<file path="config.mk">
export PLATFORM = sky130hd
export DESIGN_NAME = voice_allocator_flat
export DESIGN_NICKNAME = d
export VERILOG_FILES = /design/src/rtl/synth_pkg.sv /design/src/rtl/voice_allocator_if.sv /design/src/rtl/note_tuning_rom.sv /design/src/rtl/voice_allocator.sv /design/src/flat_wrapper.sv
export SDC_FILE = /design/constraint.sdc
export NUM_CORES = 1
export LEC_CHECK = 0
export ABC_CLOCK_PERIOD_IN_PS = 5800
export BUFFER_PORTS_ARGS = -buffer_cell sky130_fd_sc_hd__clkbuf_2
export CAP_MARGIN = 20
export CORE_MARGIN = 3
export CORE_UTILIZATION = 45
export DETAILED_ROUTE_END_ITERATION = 8
export GPL_TIMING_DRIVEN = 0
export SLEW_MARGIN = 10
export SYNTH_ARGS = -nofsm -noshare
export SYNTH_HDL_FRONTEND = slang
export SYNTH_SLANG_ARGS = --single-unit
</file>
<file path="constraint.sdc">
create_clock -name i_clk -period 5.8 [get_ports i_clk]
set_input_delay 0.29 -clock i_clk [delete_from_list [all_inputs] [get_ports i_clk]]
set_output_delay 0.29 -clock i_clk [all_outputs]
set_load 0.05 [all_outputs]
</file>
<file path="src/rtl/synth_pkg.sv">
// Shared constants, types and the note tuning table for the voice allocation path.
package synth_pkg;

   localparam real F_SAMPLE    = 48000.0;
   localparam int  NOTE_W      = 7;
   localparam int  VEL_W       = 7;
   localparam int  TUNING_W    = 32;
   localparam int  VOICE_IDX_W = 8;
   localparam int  COUNT_W     = 9;
   localparam int  NUM_NOTES   = 128;

   typedef enum logic [1:0] {
      ST_IDLE  = 2'd0,
      ST_SCAN  = 2'd1,
      ST_ISSUE = 2'd2
   } alloc_state_t;

   typedef logic [NUM_NOTES-1:0][TUNING_W-1:0] tuning_table_t;

   // DDS phase increment: round(f_note * 2^32 / F_SAMPLE), equal temperament around A4 = 440 Hz.
   function automatic logic [TUNING_W-1:0] calc_tuning(input int n);
      real f_note;
      f_note = 440.0 * (2.0 ** ((real'(n) - 69.0) / 12.0));
      return TUNING_W'($rtoi(f_note * 4294967296.0 / F_SAMPLE + 0.5));
   endfunction

   function automatic tuning_table_t build_tuning_table();
      tuning_table_t t;
      for (int n = 0; n < NUM_NOTES; n++) begin
         t[n] = calc_tuning(n);
      end
      return t;
   endfunction

   localparam tuning_table_t TUNING_TABLE = build_tuning_table();

endpackage

</file>
<file path="src/rtl/voice_allocator_if.sv">
// Event input and voice command output bundle between the MIDI decoder, allocator and voice_controller.
interface voice_allocator_if;
   import synth_pkg::*;

   logic                   i_note_valid;
   logic                   o_note_ready;
   logic                   i_note_on;
   logic [NOTE_W-1:0]      i_note_num;
   logic [VEL_W-1:0]       i_velocity;
   logic                   o_flag;
   logic                   o_note_status;
   logic [VOICE_IDX_W-1:0] o_voice_index;
   logic [TUNING_W-1:0]    o_tuning_code;
   logic [VEL_W-1:0]       o_velocity;
   logic [COUNT_W-1:0]     o_active_count;

   modport master (
      output i_note_valid, i_note_on, i_note_num, i_velocity,
      input  o_note_ready, o_flag, o_note_status, o_voice_index,
             o_tuning_code, o_velocity, o_active_count
   );

   modport slave (
      input  i_note_valid, i_note_on, i_note_num, i_velocity,
      output o_note_ready, o_flag, o_note_status, o_voice_index,
             o_tuning_code, o_velocity, o_active_count
   );
endinterface

</file>
<file path="src/rtl/note_tuning_rom.sv">
// Synchronous 128x32 note-to-phase-increment ROM, one-cycle read latency.
module note_tuning_rom
   import synth_pkg::*;
(
   input  logic                i_clk,
   input  logic                en,
   input  logic [NOTE_W-1:0]   addr,
   output logic [TUNING_W-1:0] data
);

   always_ff @(posedge i_clk) begin
      if (en) begin
         data <= TUNING_TABLE[addr];
      end
   end

endmodule

</file>
<file path="src/rtl/voice_allocator.sv">
// Polyphonic voice scheduler: scans the slot table one entry per cycle, then issues
// a single-cycle command (retrigger, else first free slot, else steal the oldest).
module voice_allocator
   import synth_pkg::*;
#(
   parameter int NUM_VOICES = 16,
   parameter int AGE_W      = 8
) (
   input  logic               i_clk,
   input  logic               i_reset,
   voice_allocator_if.slave   bus
);

   localparam int               IDX_W    = (NUM_VOICES > 1) ? $clog2(NUM_VOICES) : 1;
   localparam logic [IDX_W-1:0] LAST_IDX = IDX_W'(NUM_VOICES - 1);
   localparam logic [AGE_W-1:0] AGE_MAX  = '1;

   alloc_state_t        state;
   logic [IDX_W-1:0]    scan_idx;
   logic                lat_on;
   logic [NOTE_W-1:0]   lat_note;
   logic [VEL_W-1:0]    lat_vel;

   logic                slot_active [NUM_VOICES];
   logic [NOTE_W-1:0]   slot_note   [NUM_VOICES];
   logic [AGE_W-1:0]    slot_age    [NUM_VOICES];

   logic                match_hit, free_hit, old_hit;
   logic [IDX_W-1:0]    match_idx, free_idx, old_idx;
   logic [AGE_W-1:0]    old_age;
   logic                nxt_match_hit, nxt_free_hit, nxt_old_hit;
   logic [IDX_W-1:0]    nxt_match_idx, nxt_free_idx, nxt_old_idx;
   logic [AGE_W-1:0]    nxt_old_age;

   logic                cmd_valid, cmd_new;
   logic [IDX_W-1:0]    cmd_idx;
   logic                accept;
   logic [TUNING_W-1:0] rom_data;

   assign accept = (state == ST_IDLE) && bus.i_note_valid && bus.o_note_ready;

   note_tuning_rom u_rom (
      .i_clk (i_clk),
      .en    (accept),
      .addr  (bus.i_note_num),
      .data  (rom_data)
   );

   // Fold the slot under scan into the running match/free/oldest results and form the final decision.
   always_comb begin
      nxt_match_hit = match_hit;
      nxt_match_idx = match_idx;
      nxt_free_hit  = free_hit;
      nxt_free_idx  = free_idx;
      nxt_old_hit   = old_hit;
      nxt_old_idx   = old_idx;
      nxt_old_age   = old_age;
      if (slot_active[scan_idx]) begin
         if (!match_hit && (slot_note[scan_idx] == lat_note)) begin
            nxt_match_hit = 1'b1;
            nxt_match_idx = scan_idx;
         end
         if (!old_hit || (slot_age[scan_idx] > old_age)) begin
            nxt_old_hit = 1'b1;
            nxt_old_idx = scan_idx;
            nxt_old_age = slot_age[scan_idx];
         end
      end else if (!free_hit) begin
         nxt_free_hit = 1'b1;
         nxt_free_idx = scan_idx;
      end

      cmd_valid = 1'b0;
      cmd_new   = 1'b0;
      cmd_idx   = nxt_match_idx;
      if (lat_on) begin
         cmd_valid = 1'b1;
         if (!nxt_match_hit && nxt_free_hit) begin
            cmd_idx = nxt_free_idx;
            cmd_new = 1'b1;
         end else if (!nxt_match_hit) begin
            cmd_idx = nxt_old_idx;
         end
      end else if (nxt_match_hit) begin
         cmd_valid = 1'b1;
      end
   end

   always_ff @(posedge i_clk) begin
      if (i_reset) begin
         state              <= ST_IDLE;
         scan_idx           <= '0;
         bus.o_note_ready   <= 1'b0;
         bus.o_flag         <= 1'b0;
         bus.o_note_status  <= 1'b0;
         bus.o_voice_index  <= '0;
         bus.o_tuning_code  <= '0;
         bus.o_velocity     <= '0;
         bus.o_active_count <= '0;
         for (int i = 0; i < NUM_VOICES; i++) begin
            slot_active[i] <= 1'b0;
            slot_age[i]    <= '0;
         end
      end else begin
         case (state)
            ST_IDLE: begin
               bus.o_flag <= 1'b0;
               if (accept) begin
                  lat_on           <= bus.i_note_on && (bus.i_velocity != '0);
                  lat_note         <= bus.i_note_num;
                  lat_vel          <= bus.i_velocity;
                  scan_idx         <= '0;
                  match_hit        <= 1'b0;
                  free_hit         <= 1'b0;
                  old_hit          <= 1'b0;
                  bus.o_note_ready <= 1'b0;
                  state            <= ST_SCAN;
               end else begin
                  bus.o_note_ready <= 1'b1;
               end
            end
            ST_SCAN: begin
               match_hit <= nxt_match_hit;
               match_idx <= nxt_match_idx;
               free_hit  <= nxt_free_hit;
               free_idx  <= nxt_free_idx;
               old_hit   <= nxt_old_hit;
               old_idx   <= nxt_old_idx;
               old_age   <= nxt_old_age;
               scan_idx  <= scan_idx + 1'b1;
               // The command is registered on the edge into ISSUE so the strobe is visible during ISSUE.
               if (scan_idx == LAST_IDX) begin
                  state <= ST_ISSUE;
                  if (cmd_valid) begin
                     bus.o_flag        <= 1'b1;
                     bus.o_note_status <= lat_on;
                     bus.o_voice_index <= VOICE_IDX_W'(cmd_idx);
                     bus.o_tuning_code <= rom_data;
                     bus.o_velocity    <= lat_on ? lat_vel : '0;
                     if (lat_on && cmd_new && (bus.o_active_count != COUNT_W'(NUM_VOICES))) begin
                        bus.o_active_count <= bus.o_active_count + 1'b1;
                     end else if (!lat_on && (bus.o_active_count != '0)) begin
                        bus.o_active_count <= bus.o_active_count - 1'b1;
                     end
                     for (int i = 0; i < NUM_VOICES; i++) begin
                        if (lat_on) begin
                           if (IDX_W'(i) == cmd_idx) begin
                              slot_active[i] <= 1'b1;
                              slot_note[i]   <= lat_note;
                              slot_age[i]    <= '0;
                           end else if (slot_active[i] && (slot_age[i] != AGE_MAX)) begin
                              slot_age[i] <= slot_age[i] + 1'b1;
                           end
                        end else if (IDX_W'(i) == cmd_idx) begin
                           slot_active[i] <= 1'b0;
                           slot_age[i]    <= '0;
                        end
                     end
                  end
               end
            end
            ST_ISSUE: begin
               bus.o_flag       <= 1'b0;
               bus.o_note_ready <= 1'b1;
               state            <= ST_IDLE;
            end
            default: begin
               state <= ST_IDLE;
            end
         endcase
      end
   end

endmodule
</file>
<file path="src/flat_wrapper.sv">
// flat-port wrapper written by rule: the top's interface ports become plain ports
module voice_allocator_flat import synth_pkg::*;
#(
   parameter int NUM_VOICES = 16,
   parameter int AGE_W      = 8
)
  (i_clk, i_reset, bus_i_note_valid, bus_i_note_on, bus_i_note_num, bus_i_velocity, bus_o_note_ready, bus_o_flag, bus_o_note_status, bus_o_voice_index, bus_o_tuning_code, bus_o_velocity, bus_o_active_count);
  voice_allocator_if bus_i ();
  input  logic i_clk;
  input  logic i_reset;
  input wire logic [$bits(bus_i.i_note_valid)-1:0] bus_i_note_valid;
  input wire logic [$bits(bus_i.i_note_on)-1:0] bus_i_note_on;
  input wire logic [$bits(bus_i.i_note_num)-1:0] bus_i_note_num;
  input wire logic [$bits(bus_i.i_velocity)-1:0] bus_i_velocity;
  output wire logic [$bits(bus_i.o_note_ready)-1:0] bus_o_note_ready;
  output wire logic [$bits(bus_i.o_flag)-1:0] bus_o_flag;
  output wire logic [$bits(bus_i.o_note_status)-1:0] bus_o_note_status;
  output wire logic [$bits(bus_i.o_voice_index)-1:0] bus_o_voice_index;
  output wire logic [$bits(bus_i.o_tuning_code)-1:0] bus_o_tuning_code;
  output wire logic [$bits(bus_i.o_velocity)-1:0] bus_o_velocity;
  output wire logic [$bits(bus_i.o_active_count)-1:0] bus_o_active_count;
  assign bus_i.i_note_valid = bus_i_note_valid;
  assign bus_i.i_note_on = bus_i_note_on;
  assign bus_i.i_note_num = bus_i_note_num;
  assign bus_i.i_velocity = bus_i_velocity;
  assign bus_o_note_ready = bus_i.o_note_ready;
  assign bus_o_flag = bus_i.o_flag;
  assign bus_o_note_status = bus_i.o_note_status;
  assign bus_o_voice_index = bus_i.o_voice_index;
  assign bus_o_tuning_code = bus_i.o_tuning_code;
  assign bus_o_velocity = bus_i.o_velocity;
  assign bus_o_active_count = bus_i.o_active_count;
  voice_allocator #(.NUM_VOICES(NUM_VOICES), .AGE_W(AGE_W)) u_core (.i_clk(i_clk), .i_reset(i_reset), .bus(bus_i));
endmodule
</file>
## Word-level counts from Yosys, hierarchy flattened

Memory sizes are Yosys's and may differ from the RTL's. A register that Yosys moved wholly into a read port is not among the register bits.
Index checks and enable logic that the tools add are counted.

- Bitwise logic cells: 81
- Add/subtract/negate cells: 19
- Magnitude comparators: 1
- Equality and inequality tests: 41
- Mux-type cells: 504
- Reduce and logical (&&, ||, !) cells: 63

Operators with widths:

| operator | count |
|---|---|
| 2-to-1 mux 1 bit | 398 |
| 2-to-1 mux 8 bit | 48 |
| adder 8 x 1 -> 8 bit (second input constant) | 16 |
| inequality test 8 bit (second input constant) | 16 |
| 2-to-1 mux 4 bit | 31 |
| 2-to-1 mux 7 bit | 16 |
| OR reduction 7 bit | 15 |
| bitwise OR 1 bit | 80 |
| == test 4 bit (first input constant) | 8 |
| logical AND 1 bit | 24 |
| 2-to-1 mux 9 bit | 2 |
| == test 3 x 4 -> 1 bit (first input constant) | 4 |
| AND reduction 3 bit | 4 |
| inequality test 2 x 1 -> 1 bit (second input constant) | 5 |
| one-hot mux 1 bit (2 select lines) | 5 |
| adder 9 x 1 -> 9 bit (second input constant) | 1 |
| inequality test 9 x 5 -> 1 bit (second input constant) | 1 |
| nonzero test 9 bit | 1 |
| subtractor 9 x 1 -> 9 bit (second input constant) | 1 |
| == test 2 x 4 -> 1 bit (first input constant) | 2 |
| greater-than comparator 8 bit | 1 |
| one-hot mux 4 bit (2 select lines) | 1 |
| AND reduction 4 bit | 2 |
| nonzero test 2 bit | 4 |
| other kinds (17) | 23 |

- RAM bits: 256
- Memories kept: 4
- Input port bits: 18
- Logic and storage cells: 732
- Register bits after elaboration: 99
- Output and inout bits: 59
- ROM bits: 4,096

Memories:

| memory | words | width | read ports | clocked after memory_dff | write ports | line | source |
|---|---|---|---|---|---|---|---|
| (name not given) | 128 | 32 | 1 | 1 | 0 | note_tuning_rom.sv:13 | `data <= TUNING_TABLE[addr];` |
| u_core.slot_age | 16 | 8 | 17 | 1 | 16 | voice_allocator.sv:26 | `logic [AGE_W-1:0] slot_age [NUM_VOICES];` |
| u_core.slot_note | 16 | 7 | 1 | 1 | 1 | voice_allocator.sv:25 | `logic [NOTE_W-1:0] slot_note [NUM_VOICES];` |
| u_core.slot_active | 16 | 1 | 17 | 1 | 16 | voice_allocator.sv:24 | `logic slot_active [NUM_VOICES];` |

## Logic depth before layout (Yosys ltp)

- Word-level depth: 32
- Gate-level depth with buffers: 24
- Depth with buffers taken out: 19

## Cells and area by module

From an unflattened synthesis, not the netlist that was laid out.

- Cell total of the unflattened synthesis: 2,022
- Area total of the unflattened synthesis: 22,375.2 um^2

By module, submodules not included:

| module | times used | area an instance (um^2) | cells an instance | sequential area each (um^2) |
|---|---|---|---|---|
| voice_allocator | 1 | 17,575.6 | 1,403 | 10,129.7 |
| note_tuning_rom | 1 | 4,799.6 | 619 | 930.9 |

## Worst setup path after synthesis

OpenSTA, ideal clock, no wires.

- Path type: register to register
- Start point: reg with a tool-made name
- End point: mem u_core.slot_age[7][0] (enable)
- Arrival: 5.599 ns
- Required time: 5.412 ns
- Cell stages (with the launch flop): 17
- Setup slack: -0.187 ns
- Path through: dfxtp_1 > buf_2 > clkbuf_1 > clkbuf_1 > mux4_2 > mux4_2 > ha_1 > and2_1 > o21ai_0 > a221o_1 > nand4_1 > mux2i_1 > o21ai_0 > o32ai_4 > nor2_2 > nand2_1 > o311ai_1

RTL lines:

| element | line |
|---|---|
| end: declaration | voice_allocator.sv:26 |

==> flow_summary_export.csv <==
group,metric,value,unit
worst_setup_path,critical_path_depth,22,
layout,nets,2193,
timing,setup_ws,200,ps
layout,layout_common_cells,"edfxtp_1 (325), nand2_1 (206), nor2_1 (202)",
drt,ant_nets,0,
cts,cts_sinks,389,
drt,num_vias,17500,
worst_setup_path,crit_chain,"buf_6 > buf_6 > buf_12 > buf_12 > buf_6 > mux4_2 > mux4_2 > ha_1 > and2_1 > o21ai_0 > a221o_1 > nand4_1 > buf_4 > mux2i_1 > o21ai_2 > o32ai_4 > or2_1 > buf_6 > nand2_2 > buf_2 > nor3_4 > buf_2",
floorplan,start_util,46.1,%
place,placed_area,23000,sq um
cts,insertion_delay,580,ps
timing,setup_tns,0,ps
logic_synthesis,ys.warnings.count,0,
worst_setup_path,timing.rr.end,"u_core.slot_note[10][1]",
cts,cts.path.max_buffers,3,
cts,cts-htree-levels,2,
global_route,groute.usage.overall,28.7,%
drt,drc_errors,0,
timing,fmax,179,MHz
worst_setup_path,cp-end-kind,"flip-flop",
timing,tightest_slew,1140,ps
global_route,grt_pass1_wl,109,mm
logic_synthesis,netlist_instances,1956,
cts,clockRootBuffer,"clkbuf_16",
global_route,grt_max_degree,35,
logic_synthesis,syn_area_per_cell,11.1,sq um
place,post-place-ws,-2210,ps
place,io_buffers,70,
worst_setup_path,ff2ff_setup_slack,200,ps
floorplan,die_y,226,um
status,status,"finished clean",
drt,avgViaCountPerCell,6.33,
power_and_ir_drop,power.density,263,nW/um^2
worst_setup_path,reg2reg_depth,22,
timing,setup_viol,0,
timing,hold_slack,122,ps
worst_setup_path,cp_max_fo,10,
layout,drive_gt1_share,18.5,%
layout,area_growth,17.1,%
worst_setup_path,crit_required,6080,ps
power_and_ir_drop,peakVddDrop,0.250,mV
worst_setup_path,worst_path_max_delay_cell,"mux4_2",
global_route,grt_pass1_vias,16900,
worst_setup_path,cp_common_cell,"buf_6",
worst_setup_path,cp_slowest_stage_delay,530,ps
timing,rsz0062_at_grt,"false",
worst_setup_path,endpoint,"u_core.slot_note[10][1]",
layout,fin_area,25400,sq um
drt,avgRoutedWirePerCell,26.4,um
hold_path,hp-class,"input port to flip-flop",
power_and_ir_drop,power.leakage,8.82,nW
worst_setup_path,worstSetupPathType,"flip-flop to flip-flop",
global_route,antenna_found_initial,3,
timing,slew_headroom,23.8,%
timing,min_period_over_period,96.5,%
worst_setup_path,crit_buf_inv,9,
floorplan,core,47100,sq um
cts,clk_pin_slew_worst_paths,60,ps
worst_setup_path,start_kind,"flip-flop",
floorplan,ioPinCount,77,
layout,mostFrequentLayoutCell,"edfxtp_1",
drt,wl,73.3,mm
drt,first_pass_iters,6,
timing,fin_worst_skew,16.3,ps
worst_setup_path,cpLargestDelayFamily,"buffers and inverters",
timing,maxSlewViolCount,0,
run,cap_violations,0,
floorplan,die_w,226,um
logic_synthesis,synth_area,21700,sq um
global_route,grt.overflow.total,0,
timing,min_period,5600,ps
drt,drt_iter0_markers,2402,
floorplan,dieArea,50900,sq um
logic_synthesis,synth_cell_type_count,78,
worst_setup_path,crit_arrival,5880,ps
cts,cts_tree,"built",
floorplan,rows,79,
logic_synthesis,synth_edf_count,325,
timing,hold_violations,0,
logic_synthesis,yosysSeqAreaShare,50.9,%
logic_synthesis,synth_ff_type,"edfxtp_1",
layout,diodes,0,
cts,numCtsBuffers,44,
place,gp_congestion,1.05,
logic_synthesis,synth-seq-cells,389,
power_and_ir_drop,power.total,0.00670,W
place,place_hpwl,53.3,mm
logic_synthesis,synth-async-reset-ratio,0,%
[cells by family (layout without fill, tap and decap cells)]
logic type               Yosys count  after routing  synth area share (%)
AO/OA/AOI/OAI                    394            394                  12.2
XOR/XNOR                         110            110                  4.44
adder cells (fa/ha/maj)           44             44                  2.57
buffers and inverters            174            381                  3.48
flip-flops                       389            389                  50.9
multiplexers                     152            152                  12.0
other                              1              5                0.0173
AND/OR/NAND/NOR                  692            692                  14.5
[timing repair]
| action | 4_1_cts | 5_1_grt |
|---|---|---|
| hold buffers | 11 | 0 |
| hold endpoints to repair | 11 | 0 |
| setup endpoints to repair | 411 | 277 |
| buffers inserted | 33 | 4 |
| pin swaps | 28 | 3 |
| gates resized for setup | 84 | 26 |
[synthesized netlist by cell type (4+ instances only)]
cell type	count	area (sq um)
and2_1	10	62.6
nor3_1	77	385
ha_1	43	538
dfxtp_1	64	1280
nand4_1	5	31.3
o31ai_1	14	105
clkbuf_1	82	308
o31ai_4	4	85.1
a311oi_1	4	35.0
a22oi_1	8	60.1
a21boi_0	5	37.5
nor4_1	5	31.3
a21o_1	10	75.1
a211oi_1	12	90.1
a221oi_1	4	35.0
nand3_1	112	561
a22o_1	8	70.1
buf_6	6	67.6
and3_1	16	100
o21bai_1	5	37.5
edfxtp_1	325	9760
nor2_1	207	777
o21a_1	5	37.5
mux2i_1	52	521
o211ai_1	17	128
a21oi_1	144	721
xor2_1	61	534
buf_4	11	82.6
buf_2	13	65.1
nand2b_1	8	50.1
mux4_2	85	1910
nor2b_1	11	68.8
nand2_1	210	788
o21ai_0	92	460
a31oi_1	20	125
buf_1	19	71.3
o311ai_1	5	43.8
nor3b_1	7	52.6
o311ai_0	4	35.0
xnor2_1	49	429
mux2_2	15	169
inv_1	39	146
[how the worst min path moves through the flow]
stage | from | cells past startpoint | end
after floorplan | bus_i_note_num[0] | 0 | u_core.lat_note[0]
after global placement | u_core.lat_vel[4] | 1 | u_core.bus.o_velocity[4]
after detailed placement | u_core.bus.o_tuning_code[9] | 2 | u_core.bus.o_tuning_code[9]
after CTS | bus_i_note_num[1] | 1 | u_core.lat_note[1]
after global routing | bus_i_note_num[4] | 1 | u_core.lat_note[4]
final | bus_i_note_num[1] | 1 | u_core.lat_note[1]
[metrics by stage]
step,cells,utilization (%)
finish,2774,54.0
CTS,2769,53.8
global placement,2637,48.6
global route,2774,54.0
floorplan,1960,-
detailed placement,2643,48.8
[registers in the layout (all words and copies together) (netlist names), 2 cells and up, named ones only]
name	flops
u_core.lat_vel	7
u_core.old_age	8
u_core.bus.o_voice_index	4
u_core.slot_note	112
u_core.bus.o_tuning_code	31
u_core.scan_idx	4
u_core.slot_age	128
u_core.bus.o_velocity	7
u_core.bus.o_active_count	9
u_core.free_idx	4
u_core.state	2
u_core.u_rom.data	31
u_core.match_idx	4
u_core.lat_note	7
u_core.old_idx	4
u_core.slot_active	16
[layout make-up]
type | count | area [sq um]
Fill cell | 4082 | 21600
Tap cell | 607 | 759
Clock inverter | 25 | 190
Buffer | 131 | 723
Clock buffer | 57 | 1210
Inverter | 43 | 163
Timing Repair Buffer | 125 | 1010
Multi-Input combinational cell | 1397 | 10300
Sequential cell | 389 | 11000
[power breakdown]
part	internal [W]	switching, W
combinational	0.000275	0.000536
sequential	0.00309	0.0000726
clock	0.00154	0.00119
total	0.00490	0.00180
[routing by layer]
metal	GRT usage (%)	part of all wire [%]	vias up
li1	-	-	7662
met1	41.9	43	8747
met2	42.7	44	952
met3	6.50	9.9	182
met4	9.18	3.3	4
met5	0	0.026	-
Note: power is estimated with default switching activity, not from simulation.
